$ cat src/rtl/fm_pkg.sv
`default_nettype none
// ============================================================================
//  Module      : fm_pkg
//  Description : Shared definitions for the FM audio decimator: audio/DAC
//                widths, the decimator FSM state type and the 20-bit to
//                16-bit saturation helper used by the DC blocker.
//  Revision    : 1.0 - initial release
// ============================================================================
package fm_pkg;

  localparam int AUDIO_W = 16;
  localparam int DAC_W   = 8;
  // Working width of the DC-blocker sum: wide enough that the sum of four
  // full-scale 16-bit terms can never wrap before saturation.
  localparam int DCB_W   = 20;

  localparam logic signed [DCB_W-1:0] SAT_MAX = 20'sd32767;
  localparam logic signed [DCB_W-1:0] SAT_MIN = -20'sd32768;

  typedef enum logic [1:0] {
    ST_ACC  = 2'd0,
    ST_DCB  = 2'd1,
    ST_PUSH = 2'd2
  } fm_state_e;

  // Clamp a DC-blocker result into the signed 16-bit audio range.
  function automatic logic signed [AUDIO_W-1:0] sat_audio(
    input logic signed [DCB_W-1:0] v
  );
    if (v > SAT_MAX) begin
      return 16'sh7FFF;
    end else if (v < SAT_MIN) begin
      return 16'sh8000;
    end else begin
      return v[AUDIO_W-1:0];
    end
  endfunction

endpackage
`default_nettype wire

$ cat src/rtl/sync_fifo.sv
`default_nettype none
// ============================================================================
//  Module      : sync_fifo
//  Description : Single-clock first-word-fall-through FIFO. The head entry is
//                presented on rd_data whenever level != 0. A write into a
//                full FIFO is accepted only when a read happens in the same
//                cycle (read frees the slot first).
//  Ports       : clk, rst      - clock, async active-high reset
//                wr_en/wr_data - write request and data
//                rd_en         - pop the head entry (ignored when empty)
//                rd_data       - head entry, zero when empty
//                full          - all DEPTH entries occupied
//                level         - number of stored entries
//  Revision    : 1.0 - initial release
// ============================================================================
module sync_fifo #(
  parameter int WIDTH = 16,
  parameter int DEPTH = 4    // power of two, >= 2
) (
  input  logic                     clk,
  input  logic                     rst,
  input  logic                     wr_en,
  input  logic [WIDTH-1:0]         wr_data,
  input  logic                     rd_en,
  output logic [WIDTH-1:0]         rd_data,
  output logic                     full,
  output logic [$clog2(DEPTH):0]   level
);

  localparam int PTR_W = $clog2(DEPTH);
  localparam int LVL_W = PTR_W + 1;
  localparam logic [LVL_W-1:0] FULL_LVL = LVL_W'(DEPTH);

  logic [PTR_W-1:0] wr_ptr_q, wr_ptr_d;
  logic [PTR_W-1:0] rd_ptr_q, rd_ptr_d;
  logic [LVL_W-1:0] level_q, level_d;
  logic [WIDTH-1:0] mem_q [DEPTH];

  logic w_empty;
  logic w_do_rd;
  logic w_do_wr;

  assign w_empty = (level_q == '0);
  assign full    = (level_q == FULL_LVL);
  assign w_do_rd = rd_en & ~w_empty;
  assign w_do_wr = wr_en & (~full | w_do_rd);
  assign level   = level_q;
  // Storage is not reset, so the output is forced to zero while empty.
  assign rd_data = w_empty ? '0 : mem_q[rd_ptr_q];

  always_comb begin
    wr_ptr_d = wr_ptr_q;
    rd_ptr_d = rd_ptr_q;
    level_d  = level_q;
    // Pointers wrap naturally because DEPTH is a power of two.
    if (w_do_wr) wr_ptr_d = wr_ptr_q + 1'b1;
    if (w_do_rd) rd_ptr_d = rd_ptr_q + 1'b1;
    case ({w_do_wr, w_do_rd})
      2'b10:   level_d = level_q + 1'b1;
      2'b01:   level_d = level_q - 1'b1;
      default: level_d = level_q;
    endcase
  end

  always_ff @(posedge clk or posedge rst) begin
    if (rst) begin
      wr_ptr_q <= '0;
      rd_ptr_q <= '0;
      level_q  <= '0;
    end else begin
      wr_ptr_q <= wr_ptr_d;
      rd_ptr_q <= rd_ptr_d;
      level_q  <= level_d;
    end
  end

  always_ff @(posedge clk) begin
    if (w_do_wr) mem_q[wr_ptr_q] <= wr_data;
  end

endmodule
`default_nettype wire

$ cat src/rtl/fm_audio_decim.sv
`default_nettype none
// ============================================================================
//  Module      : fm_audio_decim
//  Description : Decimates a 16-bit FM demodulator stream by 2^DECIM_LOG2
//                with a boxcar average, removes DC with a one-pole blocker
//                and queues the audio in a small FWFT FIFO.
//  Ports       : clk, rst            - clock, async active-high reset
//                enable, in_valid    - a sample is taken when both are high
//                demod_in            - signed demodulator sample
//                out_ready           - consumer pops the FIFO head
//                clr_ovf             - clears the sticky overflow flag
//                audio_out, dac_out  - FIFO head, signed and offset-binary
//                out_valid           - FIFO non-empty
//                fifo_level          - FIFO occupancy
//                overflow            - a decimated sample was dropped
//  Revision    : 1.0 - initial release
// ============================================================================
module fm_audio_decim
  import fm_pkg::*;
#(
  parameter int DECIM_LOG2 = 6,
  parameter int DCB_SHIFT  = 8,
  parameter int FIFO_DEPTH = 4
) (
  input  logic                          clk,
  input  logic                          rst,
  input  logic                          enable,
  input  logic signed [AUDIO_W-1:0]     demod_in,
  input  logic                          in_valid,
  input  logic                          out_ready,
  input  logic                          clr_ovf,
  output logic signed [AUDIO_W-1:0]     audio_out,
  output logic [DAC_W-1:0]              dac_out,
  output logic                          out_valid,
  output logic [$clog2(FIFO_DEPTH):0]   fifo_level,
  output logic                          overflow
);

  localparam int ACC_W = AUDIO_W + DECIM_LOG2;
  localparam int EXT_W = DCB_W - AUDIO_W;

  logic signed [ACC_W-1:0]   acc_q, acc_d;
  logic [DECIM_LOG2-1:0]     cnt_q, cnt_d;
  logic signed [AUDIO_W-1:0] avg_q, avg_d;
  logic signed [AUDIO_W-1:0] x_prev_q, x_prev_d;
  logic signed [AUDIO_W-1:0] y_prev_q, y_prev_d;
  fm_state_e                 state_q, state_d;
  logic                      ovf_q, ovf_d;

  logic                      w_accept;
  logic                      w_dump;
  logic signed [ACC_W-1:0]   w_sample_ext;
  logic signed [ACC_W-1:0]   w_sum;
  logic signed [AUDIO_W-1:0] w_leak;
  logic signed [DCB_W-1:0]   w_y_wide;
  logic                      w_push;
  logic                      w_pop;
  logic                      w_full;
  logic                      w_wr_en;
  logic                      w_drop;
  logic [AUDIO_W-1:0]        w_fifo_head;

  assign w_accept     = in_valid & enable;
  assign w_sample_ext = {{DECIM_LOG2{demod_in[AUDIO_W-1]}}, demod_in};
  assign w_sum        = acc_q + w_sample_ext;
  assign w_dump       = w_accept && (cnt_q == '1);

  // y = avg - x_prev + y_prev - (y_prev >>> DCB_SHIFT), evaluated at DCB_W bits.
  assign w_leak   = y_prev_q >>> DCB_SHIFT;
  assign w_y_wide = {{EXT_W{avg_q[AUDIO_W-1]}},    avg_q}
                  - {{EXT_W{x_prev_q[AUDIO_W-1]}}, x_prev_q}
                  + {{EXT_W{y_prev_q[AUDIO_W-1]}}, y_prev_q}
                  - {{EXT_W{w_leak[AUDIO_W-1]}},   w_leak};

  // y_prev_q holds the saturated result from DCB, so PUSH writes it directly.
  // A pop in the same cycle frees a slot in a full FIFO before the write.
  assign w_push  = (state_q == ST_PUSH);
  assign w_pop   = out_valid & out_ready;
  assign w_wr_en = w_push & (~w_full | w_pop);
  assign w_drop  = w_push & w_full & ~w_pop;

  // Accumulator and counter run regardless of FSM state.
  always_comb begin
    acc_d = acc_q;
    cnt_d = cnt_q;
    avg_d = avg_q;
    if (w_accept) begin
      cnt_d = cnt_q + 1'b1;
      if (w_dump) begin
        acc_d = '0;
        // Upper AUDIO_W bits of the sum equal (sum >>> DECIM_LOG2).
        avg_d = w_sum[ACC_W-1:DECIM_LOG2];
      end else begin
        acc_d = w_sum;
      end
    end
  end

  always_comb begin
    state_d  = state_q;
    x_prev_d = x_prev_q;
    y_prev_d = y_prev_q;
    case (state_q)
      ST_ACC:  if (w_dump) state_d = ST_DCB;
      ST_DCB: begin
        x_prev_d = avg_q;
        y_prev_d = sat_audio(w_y_wide);
        state_d  = ST_PUSH;
      end
      ST_PUSH: state_d = ST_ACC;
      default: state_d = ST_ACC;
    endcase
  end

  // Set dominates clear when both happen in one cycle.
  always_comb begin
    ovf_d = ovf_q;
    if (clr_ovf) ovf_d = 1'b0;
    if (w_drop)  ovf_d = 1'b1;
  end

  always_ff @(posedge clk or posedge rst) begin
    if (rst) begin
      acc_q    <= '0;
      cnt_q    <= '0;
      avg_q    <= '0;
      x_prev_q <= '0;
      y_prev_q <= '0;
      state_q  <= ST_ACC;
      ovf_q    <= 1'b0;
    end else begin
      acc_q    <= acc_d;
      cnt_q    <= cnt_d;
      avg_q    <= avg_d;
      x_prev_q <= x_prev_d;
      y_prev_q <= y_prev_d;
      state_q  <= state_d;
      ovf_q    <= ovf_d;
    end
  end

  sync_fifo #(
    .WIDTH (AUDIO_W),
    .DEPTH (FIFO_DEPTH)
  ) u_fifo (
    .clk     (clk),
    .rst     (rst),
    .wr_en   (w_wr_en),
    .wr_data (y_prev_q),
    .rd_en   (w_pop),
    .rd_data (w_fifo_head),
    .full    (w_full),
    .level   (fifo_level)
  );

  assign audio_out = w_fifo_head;
  assign out_valid = (fifo_level != '0);
  assign overflow  = ovf_q;
  // Offset binary: top byte of the sample with its sign bit inverted.
  assign dac_out   = {~audio_out[AUDIO_W-1], audio_out[AUDIO_W-2 -: DAC_W-1]};

endmodule
`default_nettype wire

$ cat config.mk
export PLATFORM = sky130hd
export DESIGN_NAME = fm_audio_decim
export DESIGN_NICKNAME = d
export VERILOG_FILES = /design/src/rtl/fm_pkg.sv /design/src/rtl/sync_fifo.sv /design/src/rtl/fm_audio_decim.sv
export SDC_FILE = /design/constraint.sdc
export NUM_CORES = 1
export LEC_CHECK = 0
export BUFFER_PORTS_ARGS = -buffer_cell sky130_fd_sc_hd__buf_2
export CAP_MARGIN = 25
export CORE_UTILIZATION = 47
export CTS_BUF_LIST = sky130_fd_sc_hd__clkbuf_4
export CTS_CLUSTER_SIZE = 8
export DETAILED_ROUTE_END_ITERATION = 16
export PLACE_DENSITY = 0.69
export REMOVE_ABC_BUFFERS = 1
export SLEW_MARGIN = 5
export SYNTH_ARGS = -nofsm -noshare
export SYNTH_HDL_FRONTEND = slang
export SYNTH_SLANG_ARGS = --single-unit
$ cat constraint.sdc
create_clock -name clk -period 5.55 [get_ports clk]
set_input_delay 0.555 -clock clk [delete_from_list [all_inputs] [get_ports clk]]
set_output_delay 0.555 -clock clk [all_outputs]
set_load 0.01 [all_outputs]
Word level (Yosys, flattened, before mapping)
Memories as Yosys holds them, arrays and structs flattened.
Index checks and enable logic that the tools add are counted.
{"block": "classes", "add_sub_neg": 9, "magnitude_cmp": 2, "eq_ne": 7, "muxes": 11, "n_bitwise": 13, "reduce_logical": 7}
{"op": "16-bit 2-to-1 mux", "count": 3}
{"op": "22-bit by 16-bit adder with 22-bit output", "count": 1}
{"op": "22-bit 2-to-1 mux", "count": 1}
{"op": "19-bit by 16-bit greater-than comparator with 1-bit output, second input constant", "count": 1}
{"op": "19-bit by 16-bit less-than comparator with 1-bit output, second input constant", "count": 1}
{"op": "18-bit by 8-bit subtractor with 19-bit output", "count": 1}
{"op": "17-bit by 16-bit adder with 18-bit output", "count": 1}
{"op": "16-bit by 16-bit subtractor with 17-bit output", "count": 1}
{"op": "1-bit bitwise AND", "count": 7}
{"op": "6-bit by 1-bit adder with 6-bit output, second input constant", "count": 1}
{"op": "6-bit == test, second input constant", "count": 1}
{"op": "3-bit case mux with 2 select lines", "count": 1}
{"op": "2-bit by 1-bit adder with 2-bit output, second input constant", "count": 2}
{"op": "2-bit by 1-bit == test with 1-bit output, second input constant", "count": 2}
{"op": "2-bit == test, second input constant", "count": 2}
{"op": "1-bit 2-to-1 mux", "count": 4}
{"op": "1-bit NOT", "count": 4}
{"op": "2-bit case mux with 2 select lines", "count": 1}
{"op": "2-bit nonzero test", "count": 2}
{"op": "3-bit by 1-bit adder with 3-bit output, second input constant", "count": 1}
{"op": "3-bit == test, second input constant", "count": 1}
{"op": "3-bit zero test", "count": 1}
{"op": "3-bit nonzero test", "count": 1}
{"op": "3-bit by 1-bit subtractor with 3-bit output, second input constant", "count": 1}
{"op": "6 further kinds", "count": 7}
{"block": "totals", "register_bits": 86, "ram_bits": 64, "input_bits": 22, "out_inout_bits": 29, "word_cells": 60, "memories": 1}
{"memory": "u_fifo.mem_q", "words": 4, "word_bits": 16, "rd": 1, "rd_clocked_by_memory_dff": 0, "wr": 1, "line_no": "sync_fifo.sv:37", "text": "logic [WIDTH-1:0] mem_q [DEPTH];"}

Logic depth before layout (Yosys ltp)
{"block": "depth", "ltp_word": 7, "depth_mapped": 17}

By module
From an unflattened synthesis, not the netlist that was laid out.
{"block": "unflattened", "cells_unflattened": 785, "hier_area_um2": 8909.8}
{"module": "fm_audio_decim", "instances": 1, "cells_per_inst": 629, "area_per_inst_um2": 5974.5, "seq_area_each_um2": 1976.9}
{"module": "sync_fifo", "instances": 1, "cells_per_inst": 156, "area_per_inst_um2": 2935.3, "seq_area_each_um2": 2097.0}

Worst setup path before layout
OpenSTA, ideal clock, no wires.
{"block": "synth_timing", "kind": "register -> register", "from": "reg y_prev_q[15]", "to": "reg y_prev_q[10]", "setup_time_ns": 0.087, "arrival_time_ns": 3.671, "required_time_ns": 5.463, "path_slack_ns": 1.792, "stages_incl_launch_ff": 15, "path_buffers": 1, "period_less_slack_ns": 3.758, "cell_sequence": "dfrtp_1 -> inv_1 -> fa_1 -> inv_1 -> fa_1 -> inv_1 -> ha_1 -> and3_1 -> a221o_1 -> a31oi_1 -> xnor2_1 -> and4b_4 -> a21oi_4 -> buf_6 -> a22oi_1"}
{"block": "synth_via", "elab_chain_len": 5, "word_cells_on_any_way": 6, "classes_between": "add/sub: 2; order compare: 2; mux: 2"}
{"element": "start, declared", "line_no": "fm_audio_decim.sv:46", "text": "logic signed [AUDIO_W-1:0] y_prev_q, y_prev_d;"}
{"element": "start signal, assigned", "line_no": "fm_audio_decim.sv:136", "text": "y_prev_q <= y_prev_d;"}
{"element": "17-bit by 16-bit adder with 18-bit output", "line_no": "fm_audio_decim.sv:72", "text": "+ {{EXT_W{y_prev_q[AUDIO_W-1]}}, y_prev_q}"}
{"element": "18-bit by 8-bit subtractor with 19-bit output *", "line_no": "fm_audio_decim.sv:73", "text": "- {{EXT_W{w_leak[AUDIO_W-1]}}, w_leak};"}
{"element": "19-bit by 16-bit less-than comparator with 1-bit output", "line_no": "fm_pkg.sv:32", "text": "end else if (v < SAT_MIN) begin"}
{"element": "16-bit 2-to-1 mux", "line_no": "fm_pkg.sv:32"}
{"element": "16-bit 2-to-1 mux *", "line_no": "fm_pkg.sv:30", "text": "if (v > SAT_MAX) begin"}
Mark *: on every way between the ends. The rest lies on a longest branch, timed or not.
A chain may end at the register's enable or synchronous reset.

Worst setup path after layout
{"block": "layout_timing", "from": "reg y_prev_q[15]", "to": "reg y_prev_q[2]"}
The elaborated chain is that of the path after synthesis.

==> reports/metrics.cfg <==
[sta]
finalSetupViolCount = 0
hold_violations = 0
layout_worst_path_cycle_share_pct = 74.5
relSlewSlack_pct = 43.8
max_freq_ghz = 0.242
finClkSkew_ns = 0.0263
min_period_ns = 4.13
holdWs_ns = 0.142
rsz0062_at_grt = no
worst_slew_pin_slew_ns = 0.843
drv_slew = 0
fin_setup_tns_ns = 0

[global_routing]
grt_pass1_wl_um = 26500
antenna_found_initial = 1
grt_usage_pct = 18.4
overflow = 0
grt_max_degree = 69
grt_pass1_vias = 5481

[cells_and_area]
fin_area_um2 = 9390
nets = 909
syn_to_final_growth_pct = 8.20
layout-drive-gt1-share_pct = 14.9

[floorplanning]
die-area_um2 = 19000
fp.dieW_um = 138
start_util_pct = 48.2
ioPinCount = 51
die_h_um = 138
fp-row-count = 49
design.core.area_um2 = 18000

[clocking]
cts.htree.levels = 4
cts_setup_buffers = 0
cts_sinks = 150
insertion_delay_ns = 0.57
cts_tree = done
clk_pin_slew_ns = 0.14
ctsLongestPathBuffers = 2
cts_root_buffer = clkbuf_4
cts.repair.resized = 0
cts_made_buffers = 17

[placed_design]
placed_area_um2 = 9090
port_buffers = 50
place.detailed.hpwl_um = 11400
finalWeightedCongestion = 0.880

[routing]
vias_per_cell = 5.30
dr.pass1.iters = 4
detail-route-antenna-nets = 0
vias = 5561
wl_per_cell_um = 15.0
wl_um = 15700
first_iter_violations = 318
drc_errors = 0

[yosys]
synth_flop_cell = dfrtp_1
synth_top_area_cell = dfrtp_1
synth_area_leaders = dfrtp_1 (25%), edfxtp_1 (22%), fa_1 (7.8%)
synth-seq-area-share_pct = 46.9
synth_top_area_share_pct = 24.8
mappedNetlistArea_um2 = 8680
async_reset_ff_share_pct = 57.3
yosysWarnings = 0
syn_area_per_cell_um2 = 11.4
syn_inst = 764
ys_ff_latch = 150
ys_types = 70
synth_edf_count = 64

[power_and_ir_drop]
power.leakage_nw = 4.32
vdd_ir_drop_max_mv = 0.246
power_frac_seq_pct = 45.6
powerDensity_nw_per_um2 = 323
p_int_mw = 1.96
power_frac_comb_pct = 32.1
p_switching_mw = 1.08
p_sw_share_pct = 35.5
clkPwrFrac_pct = 22.3

[worst_setup_path]
worstPathMaxFanout = 15
crit_type = flop to flop
critPathRequiredTime_ns = 5.97
worstPathArrival_ns = 4.55
r2r-start = y_prev_q[15]$_DFFE_PP0N_
start_kind = flop
startpoint = y_prev_q[15]$_DFFE_PP0N_
end_kind = flop

[job]
cap_violations = 0

[status]
status = finished clean

[hold_path]
hp-start = clr_ovf
hold_class = input pin to flop

-- metal layers --
layer | part of all wire [%] | wire length (um) | vias to the layer above | GRT usage (%)
met3 | 4.3 | 682 | 20 | 3.87
met5 | 0 | 0 | - | 0
met2 | 47 | 7330 | 119 | 30.0
li1 | - | - | 2768 | -
met4 | 1.7 | 267 | 0 | 6.34
met1 | 47 | 7420 | 2654 | 24.3
-- power by group through the flow --
stage                     sequential, mW  combinational [mW]  clock (mW)
after floorplan                     1.39               0.760           0
after global placement              1.43               0.934           0
after detailed placement            1.41               0.982           0
after CTS                           1.39               0.986       0.695
after global routing                1.40                1.10       0.746
final                               1.38               0.977       0.677
-- metrics by stage --
step / utilization (%) / worst slack, ns / power [mW] / cells
global placement: 50.4 / 1.47 / 2.36 / 1014
detailed placement: 50.5 / 1.43 / 2.39 / 1015
finish: 52.1 / 1.42 / 3.04 / 1050
global route: 52.1 / 1.09 / 3.24 / 1050
CTS: 52.0 / 1.40 / 3.07 / 1048
floorplan: - / 1.83 / 2.15 / 731
-- Yosys cell counts, drive strengths merged (11+ instances only) --
master  instances
nand2          78
edfxtp         64
ha             46
fa             34
inv            80
a22oi          15
nand3          14
xnor2          26
a22o           12
a21o           18
nor2           23
o21ai          46
buf            11
dfrtp          86
mux4           15
and2           26
a21oi          34
xor2           16
clkbuf         22
-- layout by cell type (no fill, tap or decap), types with 3 or more instances in the layout --
master,count
nand3_1,14
nor2_1,23
nor3_1,5
or3_1,5
and3_1,8
fa_1,34
a21oi_1,32
inv_6,4
inv_8,3
xnor2_1,26
clkinvlp_4,4
mux4_2,15
o21ai_0,45
buf_4,5
a22oi_1,13
inv_1,79
edfxtp_1,64
o21a_1,4
a21o_1,18
nand4_1,3
nor2b_1,6
xor2_1,16
and2_1,25
mux2_2,5
nand2_1,78
o31ai_1,6
clkbuf_4,18
a22o_1,12
dfrtp_1,86
buf_2,50
a31oi_1,8
ha_1,46
nand2b_1,5
-- worst max-delay path, stage by stage (launching register included) --
cell and delay, ns:
dfrtp_1 0.71, inv_1 0.20, fa_1 0.52, inv_1 0.05
fa_1 0.50, inv_1 0.04, ha_1 0.37, and3_1 0.21
a221o_1 0.31, a31oi_1 0.17, xnor2_1 0.14, o31ai_4 0.58
a32oi_1 0.19
-- logic make-up after synthesis --
kind of cell               after synthesis  share of synthesized area [%]
AOI/OAI and AO/OA                      174                           13.9
and+or+nand+nor                        183                           10.3
DFF                                    150                           46.9
adders and majority gates               80                           14.5
xor gates and xnor gates                42                           4.24
muxes                                   22                           4.77
buffers and inverters                  113                           5.39
-- path summary, 6_finish.rpt --
check	endpoint	slack, ns	cells after the start
max	y_prev_q[2]$_DFFE_PP0N_	1.42	12
min	overflow$_DFFE_PP0P_	0.14	2
max reg2reg	y_prev_q[2]$_DFFE_PP0N_	1.42	12
min reg2reg	state_q[0]$_DFFE_PP0P_	0.44	1
max in group asynchronous	y_prev_q[13]$_DFFE_PP0N_	3.94	4
min in group asynchronous	acc_q[2]$_DFFE_PP0P_	0.46	3
-- area by class of cell --
cell class                 instances  area (um2)
multi-input combinational        501        4140
inverter                          80         302
fill                            1592        8630
sequential                       150        4070
antenna                            1        2.50
clock buffer                      18         135
timing repair buffer              57         313
tap                              229         287
clock inverter                    14         141
-- what timing repair did --
action / 4_1_cts / 5_1_grt
hold buffers: 1 / 0
endpoints found under the setup margin: 0 / 0
endpoints found under the hold margin: 18 / 0
-- sequential cells by signal (all words and copies together), names as in the netlist --
| name | cells |
|---|---|
| u_fifo.mem_q | 64 |
| acc_q | 22 |
| avg_q | 16 |
| x_prev_q | 16 |
| y_prev_q | 16 |
| cnt_q | 6 |
| u_fifo.level | 3 |
| state_q | 2 |
| u_fifo.rd_ptr_q | 2 |
| u_fifo.wr_ptr_q | 2 |
| overflow | 1 |
No activity file was read; power rests on OpenSTA's default activity.
